==> src/rtl/cart_bus_pkg.sv <==
// Shared types and constants for the cartridge-slot initiator and its bus.
// Holds the FSM state encoding, bus widths and the open-bus read value.
package cart_bus_pkg;

    localparam int BUS_ADDR_W = 16;
    localparam int BUS_DATA_W = 8;

    localparam logic [BUS_DATA_W-1:0] OPEN_BUS_DATA = 8'hFF;

    typedef enum logic [1:0] {
        ST_IDLE = 2'd0,
        ST_REQ  = 2'd1,
        ST_HOLD = 2'd2
    } cart_state_e;

    typedef struct packed {
        logic [BUS_ADDR_W-1:0] address;
        logic                  write;
        logic [BUS_DATA_W-1:0] wdata;
    } cart_req_t;

    // A slot cycle is a real access only when exactly one strobe is low.
    function automatic logic single_strobe(input logic rd_act, input logic wr_act);
        return rd_act ^ wr_act;
    endfunction

endpackage

==> src/rtl/cart_slot_initiator_if.sv <==
// Internal memory bus between the slot initiator (master) and the
// sound/mapper responders (slave).
interface cart_slot_initiator_if;
    import cart_bus_pkg::*;

    logic                  bus_memreq;
    logic                  bus_valid;
    logic [BUS_ADDR_W-1:0] bus_address;
    logic                  bus_write;
    logic [BUS_DATA_W-1:0] bus_wdata;
    logic                  bus_ready;
    logic [BUS_DATA_W-1:0] bus_rdata;
    logic                  bus_rdata_en;

    modport master (
        output bus_memreq,
        output bus_valid,
        output bus_address,
        output bus_write,
        output bus_wdata,
        input  bus_ready,
        input  bus_rdata,
        input  bus_rdata_en
    );

    modport slave (
        input  bus_memreq,
        input  bus_valid,
        input  bus_address,
        input  bus_write,
        input  bus_wdata,
        output bus_ready,
        output bus_rdata,
        output bus_rdata_en
    );

endinterface

==> src/rtl/cart_slot_sync.sv <==
// Synchronizer and 2-sample glitch filter for the slot strobes, plus the
// one-cycle access-detect pulse on a fresh inactive-to-active transition.
module cart_slot_sync
    import cart_bus_pkg::*;
#(
    parameter int SYNC_STAGES = 2
) (
    input  logic clk,
    input  logic reset,
    input  logic slot_sltsl_n,
    input  logic slot_rd_n,
    input  logic slot_wr_n,
    output logic sltsl_act,
    output logic rd_act,
    output logic wr_act,
    output logic access_det
);

    logic [SYNC_STAGES-1:0] sltsl_sync;
    logic [SYNC_STAGES-1:0] rd_sync;
    logic [SYNC_STAGES-1:0] wr_sync;
    logic                   sltsl_last;
    logic                   rd_last;
    logic                   wr_last;
    logic                   access;
    logic                   access_q;

    always_ff @(posedge clk) begin
        if (reset) begin
            sltsl_sync <= '1;
            rd_sync    <= '1;
            wr_sync    <= '1;
            sltsl_last <= 1'b1;
            rd_last    <= 1'b1;
            wr_last    <= 1'b1;
            access_q   <= 1'b0;
        end else begin
            sltsl_sync <= {sltsl_sync[SYNC_STAGES-2:0], slot_sltsl_n};
            rd_sync    <= {rd_sync[SYNC_STAGES-2:0], slot_rd_n};
            wr_sync    <= {wr_sync[SYNC_STAGES-2:0], slot_wr_n};
            sltsl_last <= sltsl_sync[SYNC_STAGES-1];
            rd_last    <= rd_sync[SYNC_STAGES-1];
            wr_last    <= wr_sync[SYNC_STAGES-1];
            access_q   <= access;
        end
    end

    // Active only after two consecutive low samples at the synchronizer output.
    assign sltsl_act = ~sltsl_sync[SYNC_STAGES-1] & ~sltsl_last;
    assign rd_act    = ~rd_sync[SYNC_STAGES-1] & ~rd_last;
    assign wr_act    = ~wr_sync[SYNC_STAGES-1] & ~wr_last;

    assign access     = sltsl_act & single_strobe(rd_act, wr_act);
    assign access_det = access & ~access_q;

endmodule

==> src/rtl/cart_slot_initiator.sv <==
// MSX cartridge-slot to internal-bus initiator: one slot strobe -> one bus transaction.
// Optional macro CART_SLOT_WAIT_EN adds slot_wait_n to stretch the CPU cycle.
//
// state | meaning
// IDLE  | no access in flight, waiting for a fresh strobe
// REQ   | request on the bus, waiting for bus_ready or timeout
// HOLD  | transaction done, drive read data until the strobe releases
module cart_slot_initiator
    import cart_bus_pkg::*;
#(
    parameter int SYNC_STAGES    = 2,
    parameter int TIMEOUT_CYCLES = 255
) (
    input  logic                  clk,
    input  logic                  reset,
    input  logic                  slot_sltsl_n,
    input  logic                  slot_rd_n,
    input  logic                  slot_wr_n,
    input  logic [BUS_ADDR_W-1:0] slot_a,
    input  logic [BUS_DATA_W-1:0] slot_d_in,
    output logic [BUS_DATA_W-1:0] slot_d_out,
    output logic                  slot_d_oe,
`ifdef CART_SLOT_WAIT_EN
    output logic                  slot_wait_n,
`endif
    output logic                  busy,
    cart_slot_initiator_if.master bus
);

    localparam logic [1:0]  IDLE         = 2'(ST_IDLE);
    localparam logic [1:0]  REQ          = 2'(ST_REQ);
    localparam logic [1:0]  HOLD         = 2'(ST_HOLD);
    localparam logic [15:0] TIMEOUT_LAST = 16'(TIMEOUT_CYCLES - 1);

    logic [1:0]            state;
    logic [15:0]           cnt;
    logic                  req_on;
    logic                  released;
    cart_req_t             req_q;
    logic [BUS_ADDR_W-1:0] a_q;
    logic [BUS_DATA_W-1:0] d_q;

    logic sltsl_act;
    logic rd_act;
    logic wr_act;
    logic access_det;
    logic strobe_held;
    logic rd_accept;

    cart_slot_sync #(
        .SYNC_STAGES (SYNC_STAGES)
    ) u_sync (
        .clk          (clk),
        .reset        (reset),
        .slot_sltsl_n (slot_sltsl_n),
        .slot_rd_n    (slot_rd_n),
        .slot_wr_n    (slot_wr_n),
        .sltsl_act    (sltsl_act),
        .rd_act       (rd_act),
        .wr_act       (wr_act),
        .access_det   (access_det)
    );

    // The captured direction decides which strobe keeps the access alive.
    assign strobe_held = sltsl_act & (req_q.write ? wr_act : rd_act);

    // Read data is only presented if the CPU is still waiting for it.
    assign rd_accept = ~req_q.write & bus.bus_rdata_en & strobe_held & ~released;

    always_ff @(posedge clk) begin
        if (reset) begin
            state      <= IDLE;
            cnt        <= '0;
            req_on     <= 1'b0;
            released   <= 1'b0;
            req_q      <= '0;
            a_q        <= '0;
            d_q        <= '0;
            slot_d_out <= OPEN_BUS_DATA;
            slot_d_oe  <= 1'b0;
        end else begin
            a_q <= slot_a;
            d_q <= slot_d_in;

            case (state)
                IDLE: begin
                    if (access_det) begin
                        req_q.address <= a_q;
                        req_q.wdata   <= d_q;
                        req_q.write   <= wr_act;
                        req_on        <= 1'b1;
                        released      <= 1'b0;
                        cnt           <= '0;
                        state         <= REQ;
                    end
                end

                REQ: begin
                    if (!strobe_held) begin
                        released <= 1'b1;
                    end
                    if (bus.bus_ready) begin
                        req_on <= 1'b0;
                        if (rd_accept) begin
                            slot_d_out <= bus.bus_rdata;
                            slot_d_oe  <= 1'b1;
                        end
                        // A strobe already gone means nobody waits in HOLD.
                        if (released || !strobe_held) begin
                            cnt   <= '0;
                            state <= IDLE;
                        end else begin
                            state <= HOLD;
                        end
                    end else if (cnt == TIMEOUT_LAST) begin
                        req_on <= 1'b0;
                        cnt    <= cnt + 16'd1;
                        state  <= HOLD;
                    end else begin
                        cnt <= cnt + 16'd1;
                    end
                end

                HOLD: begin
                    if (!strobe_held) begin
                        slot_d_oe  <= 1'b0;
                        slot_d_out <= OPEN_BUS_DATA;
                        cnt        <= '0;
                        state      <= IDLE;
                    end
                end

                default: begin
                    req_on    <= 1'b0;
                    slot_d_oe <= 1'b0;
                    cnt       <= '0;
                    state     <= IDLE;
                end
            endcase
        end
    end

    assign bus.bus_memreq  = req_on;
    assign bus.bus_valid   = req_on;
    assign bus.bus_address = req_q.address;
    assign bus.bus_write   = req_q.write;
    assign bus.bus_wdata   = req_q.wdata;

    assign busy = (state != IDLE);

`ifdef CART_SLOT_WAIT_EN
    // Low from the detection cycle through the last REQ cycle.
    assign slot_wait_n = reset | ~(((state == IDLE) & access_det) | (state == REQ));
`endif

endmodule

==> src/flat_wrapper.sv <==
// flat-port wrapper written by rule: the top's interface ports become plain ports
module cart_slot_initiator_flat import cart_bus_pkg::*;
#(
    parameter int SYNC_STAGES    = 2,
    parameter int TIMEOUT_CYCLES = 255
)
  (clk, reset, slot_sltsl_n, slot_rd_n, slot_wr_n, slot_a, slot_d_in, slot_d_out, slot_d_oe, busy, bus_bus_memreq, bus_bus_valid, bus_bus_address, bus_bus_write, bus_bus_wdata, bus_bus_ready, bus_bus_rdata, bus_bus_rdata_en);
  cart_slot_initiator_if bus_i ();
  input  logic clk;
  input  logic reset;
  input  logic slot_sltsl_n;
  input  logic slot_rd_n;
  input  logic slot_wr_n;
  input  logic [BUS_ADDR_W-1:0] slot_a;
  input  logic [BUS_DATA_W-1:0] slot_d_in;
  output logic [BUS_DATA_W-1:0] slot_d_out;
  output logic slot_d_oe;
  output logic busy;
  output wire logic [$bits(bus_i.bus_memreq)-1:0] bus_bus_memreq;
  output wire logic [$bits(bus_i.bus_valid)-1:0] bus_bus_valid;
  output wire logic [$bits(bus_i.bus_address)-1:0] bus_bus_address;
  output wire logic [$bits(bus_i.bus_write)-1:0] bus_bus_write;
  output wire logic [$bits(bus_i.bus_wdata)-1:0] bus_bus_wdata;
  input wire logic [$bits(bus_i.bus_ready)-1:0] bus_bus_ready;
  input wire logic [$bits(bus_i.bus_rdata)-1:0] bus_bus_rdata;
  input wire logic [$bits(bus_i.bus_rdata_en)-1:0] bus_bus_rdata_en;
  assign bus_bus_memreq = bus_i.bus_memreq;
  assign bus_bus_valid = bus_i.bus_valid;
  assign bus_bus_address = bus_i.bus_address;
  assign bus_bus_write = bus_i.bus_write;
  assign bus_bus_wdata = bus_i.bus_wdata;
  assign bus_i.bus_ready = bus_bus_ready;
  assign bus_i.bus_rdata = bus_bus_rdata;
  assign bus_i.bus_rdata_en = bus_bus_rdata_en;
  cart_slot_initiator #(.SYNC_STAGES(SYNC_STAGES), .TIMEOUT_CYCLES(TIMEOUT_CYCLES)) u_core (.clk(clk), .reset(reset), .slot_sltsl_n(slot_sltsl_n), .slot_rd_n(slot_rd_n), .slot_wr_n(slot_wr_n), .slot_a(slot_a), .slot_d_in(slot_d_in), .slot_d_out(slot_d_out), .slot_d_oe(slot_d_oe), .busy(busy), .bus(bus_i));
endmodule
==> config.mk <==
export PLATFORM = sky130hd
export DESIGN_NAME = cart_slot_initiator_flat
export DESIGN_NICKNAME = d
export VERILOG_FILES = /design/src/rtl/cart_bus_pkg.sv /design/src/rtl/cart_slot_initiator_if.sv /design/src/rtl/cart_slot_sync.sv /design/src/rtl/cart_slot_initiator.sv /design/src/flat_wrapper.sv
export SDC_FILE = /design/constraint.sdc
export NUM_CORES = 1
export LEC_CHECK = 0
export BUFFER_PORTS_ARGS = -buffer_cell sky130_fd_sc_hd__buf_2
export CAP_MARGIN = 30
export CORE_MARGIN = 4
export CORE_UTILIZATION = 31
export CTS_CLUSTER_SIZE = 20
export DETAILED_ROUTE_END_ITERATION = 10
export PLACE_DENSITY = 0.6
export RECOVER_POWER = 25
export SYNTH_ARGS = -nofsm -noshare
export SYNTH_HDL_FRONTEND = slang
export SYNTH_SLANG_ARGS = --single-unit
==> constraint.sdc <==
create_clock -name clk -period 2.22 [get_ports clk]
set_clock_uncertainty 0.2 [all_clocks]
set_input_delay 0 -clock clk [delete_from_list [all_inputs] [get_ports clk]]
set_output_delay 0 -clock clk [all_outputs]
set_load 0.01 [all_outputs]
==> results.sh <==
export IMPL_run_status="finished, final reports clean"
export IMPL_postSynthAreaPerCell_um2=8.989
export IMPL_antenna_found_initial=0
export IMPL_antennaDiodeCount=0
export IMPL_wire_length_of_the_first_global_routing_pass_mm=12.76
export IMPL_layout_cells_most_common_list="88 x dfxtp_1, 62 x nand2_1, 44 x buf_2, 43 x dlygate4sd3_1, 38 x a21oi_1"
export IMPL_worstReg2RegStart="u_core.u_sync.sltsl_last"
export IMPL_power_leakage_nw=1.587
export IMPL_core_area_um2=9864
export IMPL_fill_cell_total_of_the_finished_layout=964
export IMPL_die_width_um=109.2
export IMPL_multiInputGateArea_um2=1328
export IMPL_most_common_cell_after_layout_fill_and_taps_aside="dfxtp_1"
export IMPL_startpoint_type="register"
export IMPL_number_of_standard_cells_after_synthesis=353
export IMPL_hold_violations=0
export IMPL_cts_reportedPaths_clkPinSlew_ps=100
export IMPL_syn_num_nets=394
export IMPL_min_period_over_period=0.9612
export IMPL_final_nets=515
export IMPL_cts_htree_levels=3
export IMPL_ctsRootBufferMaster="clkbuf_8"
export IMPL_critical_path_buf_inv_count=0
export IMPL_max_clock_path_buffers=2
export IMPL_setup_viol=0
export IMPL_vias_in_the_first_global_route=2765
export IMPL_die_area_um2=11920
export IMPL_maximum_number_of_pins_on_one_net_before_global_route_repair=33
export IMPL_layout_cells_sized_above_1=0.1837
export IMPL_final_worst_path_period_need_ps=2134
export IMPL_cp_max_fo=8
export IMPL_cp_data_arrival_time_ps=2220
export IMPL_viasPerCell=4.590
export IMPL_port_buffer_count=75
export IMPL_timing_max_cap_violations=0
export IMPL_setup_reg_to_reg_worst_slack_ps=90
export IMPL_setup_worst_path_class="register to register"
export IMPL_worst_slew_pin_slew_ps=394.6
export IMPL_ff_latch_area_um2=1762
export IMPL_maxSlewHeadroom=0.7369
export IMPL_dp_hpwl_mm=4.951
export IMPL_reg2regPathDepth=5
export IMPL_p_per_area_nw_per_um2=658.3
export IMPL_vdd_ir_drop_worst_mv=0.3520
export IMPL_timing_fmax_mhz=468.6
export IMPL_clkSinkCount=88
export IMPL_synth_simple_gate_area_share=0.2354
export IMPL_routed_wire_length_per_instance_um=12.71
export IMPL_setup_tns_final_ps=0
export IMPL_drc=0
export IMPL_complex_gate_fraction_of_the_synthesized_area=0.1439
export IMPL_crit_chain="or3_4 > o31a_1 > a21o_1 > or4_1 > a21oi_1"
export IMPL_cp_end_kind="register"
export IMPL_cell_family_contributing_the_most_delay_on_the_critical_path="simple AND/OR/NAND/NOR gates"
export IMPL_share_of_synthesized_area_spent_on_multiplexers=0
export IMPL_synth_sequential_area_ratio=0.5552
export IMPL_slew_violations=0
export IMPL_hold_class="input port to register"
export IMPL_yosysWarningCount=0
export IMPL_tritoncts_num_buffers=9
export IMPL_postRouteWirelength_mm=7.777
export IMPL_worst_endpoint_required_ps=2310
export IMPL_dr_total_vias=2809
export IMPL_grt_usage=0.1355
export IMPL_synth_adder_area_share=0.007886
export IMPL_firstDrtPassIters=4
export IMPL_tritoncts="yes"
export IMPL_synth_xor_area_share=0.02760
export IMPL_timing_hold_worst_start="bus_bus_rdata_en"
export IMPL_hold_path_end="u_core.slot_d_oe"
export IMPL_yosys_register_bits=88
export IMPL_finalCoreUtilization=0.4390
export IMPL_worst_path_largest_cell_delay_ps=410
export IMPL_globalplace_congestion=0.7902
export IMPL_r2r_end="u_core.cnt[12]"
export IMPL_ant_nets=0
export IMPL_initial_core_util=0.3217
export IMPL_holdPathStages=5
export IMPL_ioPinCount=76
export IMPL_worst_skew_pair_late_latency_ps=360
export IMPL_placementRows=36
export IMPL_cpMaxStageDelayCell="or3_4"
export IMPL_global_route_overflow_total=0
export IMPL_flow_area_growth_from_synthesis_pct=36.47
export IMPL_netlist_area_um2=3173
export IMPL_die_y_um=109.2
export IMPL_combinational_family_with_the_most_area_after_synthesis="simple AND/OR/NAND/NOR gates"
export IMPL_postCtsSetupRepairBufs=0
export IMPL_synth_cell_types=38
export IMPL_drt_first_iter_violations=88
export IMPL_grt_setup_unrepaired="no"
## state kept, by name, summed over array words and instances, names as in the netlist, 2 cells and up
name                      flops
u_core.bus.bus_address       16
u_core.cnt                   16
u_core.a_q                   16
u_core.u_sync.sltsl_sync      2
u_core.d_q                    8
u_core.u_sync.wr_sync         2
u_core.u_sync.rd_sync         2
u_core.bus.bus_wdata          8
u_core.state                  2
u_core.slot_d_out             8
## per-stage QoR
| stage | area, µm² | instances | hold slack (ps) | worst slack (ps) | power [mW] |
|---|---|---|---|---|---|
| after floorplan | 3173 | 353 | -96.19 | 242.4 | 1.695 |
| after global placement | 3735 | 553 | -10.57 | 146.5 | 1.737 |
| after detailed placement | 3735 | 553 | -9.365 | 74.28 | 1.740 |
| after CTS | 4363 | 612 | 37.05 | 30.22 | 2.885 |
| after global routing | 4330 | 612 | 95.37 | 19.48 | 2.964 |
| final | 4330 | 612 | 56.33 | 86.18 | 2.851 |
## cells by family after synthesis
family                     count (synthesis)
AOI/OAI and AO/OA                         74
buffers and inverters                     24
adders and majority gates                  2
and+or+nand+nor                          155
DFF                                       88
xor gates and xnor gates                  10
## metal layers
layer | share of wire | wire, µm | vias up | track usage
met1 | 0.43 | 3359 | 1289 | 0.1560
met2 | 0.48 | 3695 | 84 | 0.2346
li1 | - | - | 1429 | -
met3 | 0.084 | 652 | 7 | 0.05506
met4 | 0.0090 | 70 | 0 | 0.03206
met5 | 0 | 0 | - | 0
## worst min-delay path, delay by kind of cell
| kind | cells | cell delay, ps |
|---|---|---|
| AO/OA/AOI/OAI | 2 | 280 |
| AND/OR/NAND/NOR | 2 | 190 |
| buffers and inverters | 1 | 90 |
## cell type report
cell class | count | area share
Inverter | 6 | 0.005201
Clock inverter | 7 | 0.01705
Sequential cell | 88 | 0.4068
Tap cell | 133 | 0.03843
Multi-Input combinational cell | 241 | 0.3066
Clock buffer | 9 | 0.02860
Timing Repair Buffer | 128 | 0.1973
## worst max path at each step
stage / start / endpoint / slack (ps) / cells after the start
floorplan: u_core.u_sync.sltsl_last / u_core.cnt[12] / 240 / 5
global placement: u_core.cnt[0] / u_core.bus.bus_memreq / 150 / 8
detailed placement: u_core.cnt[0] / u_core.state[1] / 70 / 8
CTS: u_core.cnt[0] / u_core.state[1] / 30 / 8
global route: u_core.u_sync.rd_last / u_core.cnt[12] / 20 / 6
finish: u_core.u_sync.sltsl_last / u_core.cnt[12] / 90 / 5
## synthesized netlist by cell type
cell type / instances / area share
nor2_2: 1 / 0.0020
nand3_1: 6 / 0.0095
a31oi_1: 2 / 0.0039
inv_1: 6 / 0.0071
nor4b_1: 1 / 0.0028
or2_2: 12 / 0.024
nor2_1: 27 / 0.032
a22oi_1: 2 / 0.0047
o211ai_1: 1 / 0.0024
nor2b_1: 26 / 0.051
o22a_1: 8 / 0.022
buf_4: 1 / 0.0024
nor3_1: 5 / 0.0079
a21o_1: 3 / 0.0071
buf_2: 1 / 0.0016
dfxtp_1: 88 / 0.56
and3_1: 2 / 0.0039
o31a_1: 1 / 0.0028
and4_1: 1 / 0.0028
nand4_1: 4 / 0.0079
a211oi_1: 8 / 0.019
a311oi_1: 1 / 0.0028
o21ai_0: 7 / 0.011
and2_1: 1 / 0.0020
ha_1: 2 / 0.0079
or3_4: 1 / 0.0035
buf_1: 1 / 0.0012
nor3b_1: 1 / 0.0024
a21bo_2: 1 / 0.0032
or3_1: 2 / 0.0039
nor4_1: 1 / 0.0020
or4_1: 2 / 0.0047
xnor2_1: 10 / 0.028
nand2_1: 62 / 0.073
o31ai_1: 1 / 0.0024
clkbuf_1: 15 / 0.018
a21oi_1: 38 / 0.060
a41oi_1: 1 / 0.0028
## what timing repair did
item	CTS	global route
gates resized for setup	0	3
hold endpoints to repair	57	0
endpoints found under the setup margin	0	3
hold buffers	43	0
## report_power, final
| group | internal [mW] | switching [mW] | total (mW) |
|---|---|---|---|
| clock | 0.441 | 0.647 | 1.09 |
| combinational | 0.0940 | 0.0519 | 0.146 |
| sequential | 1.61 | 0.00958 | 1.62 |
Note: power is estimated with default switching activity, not from simulation.
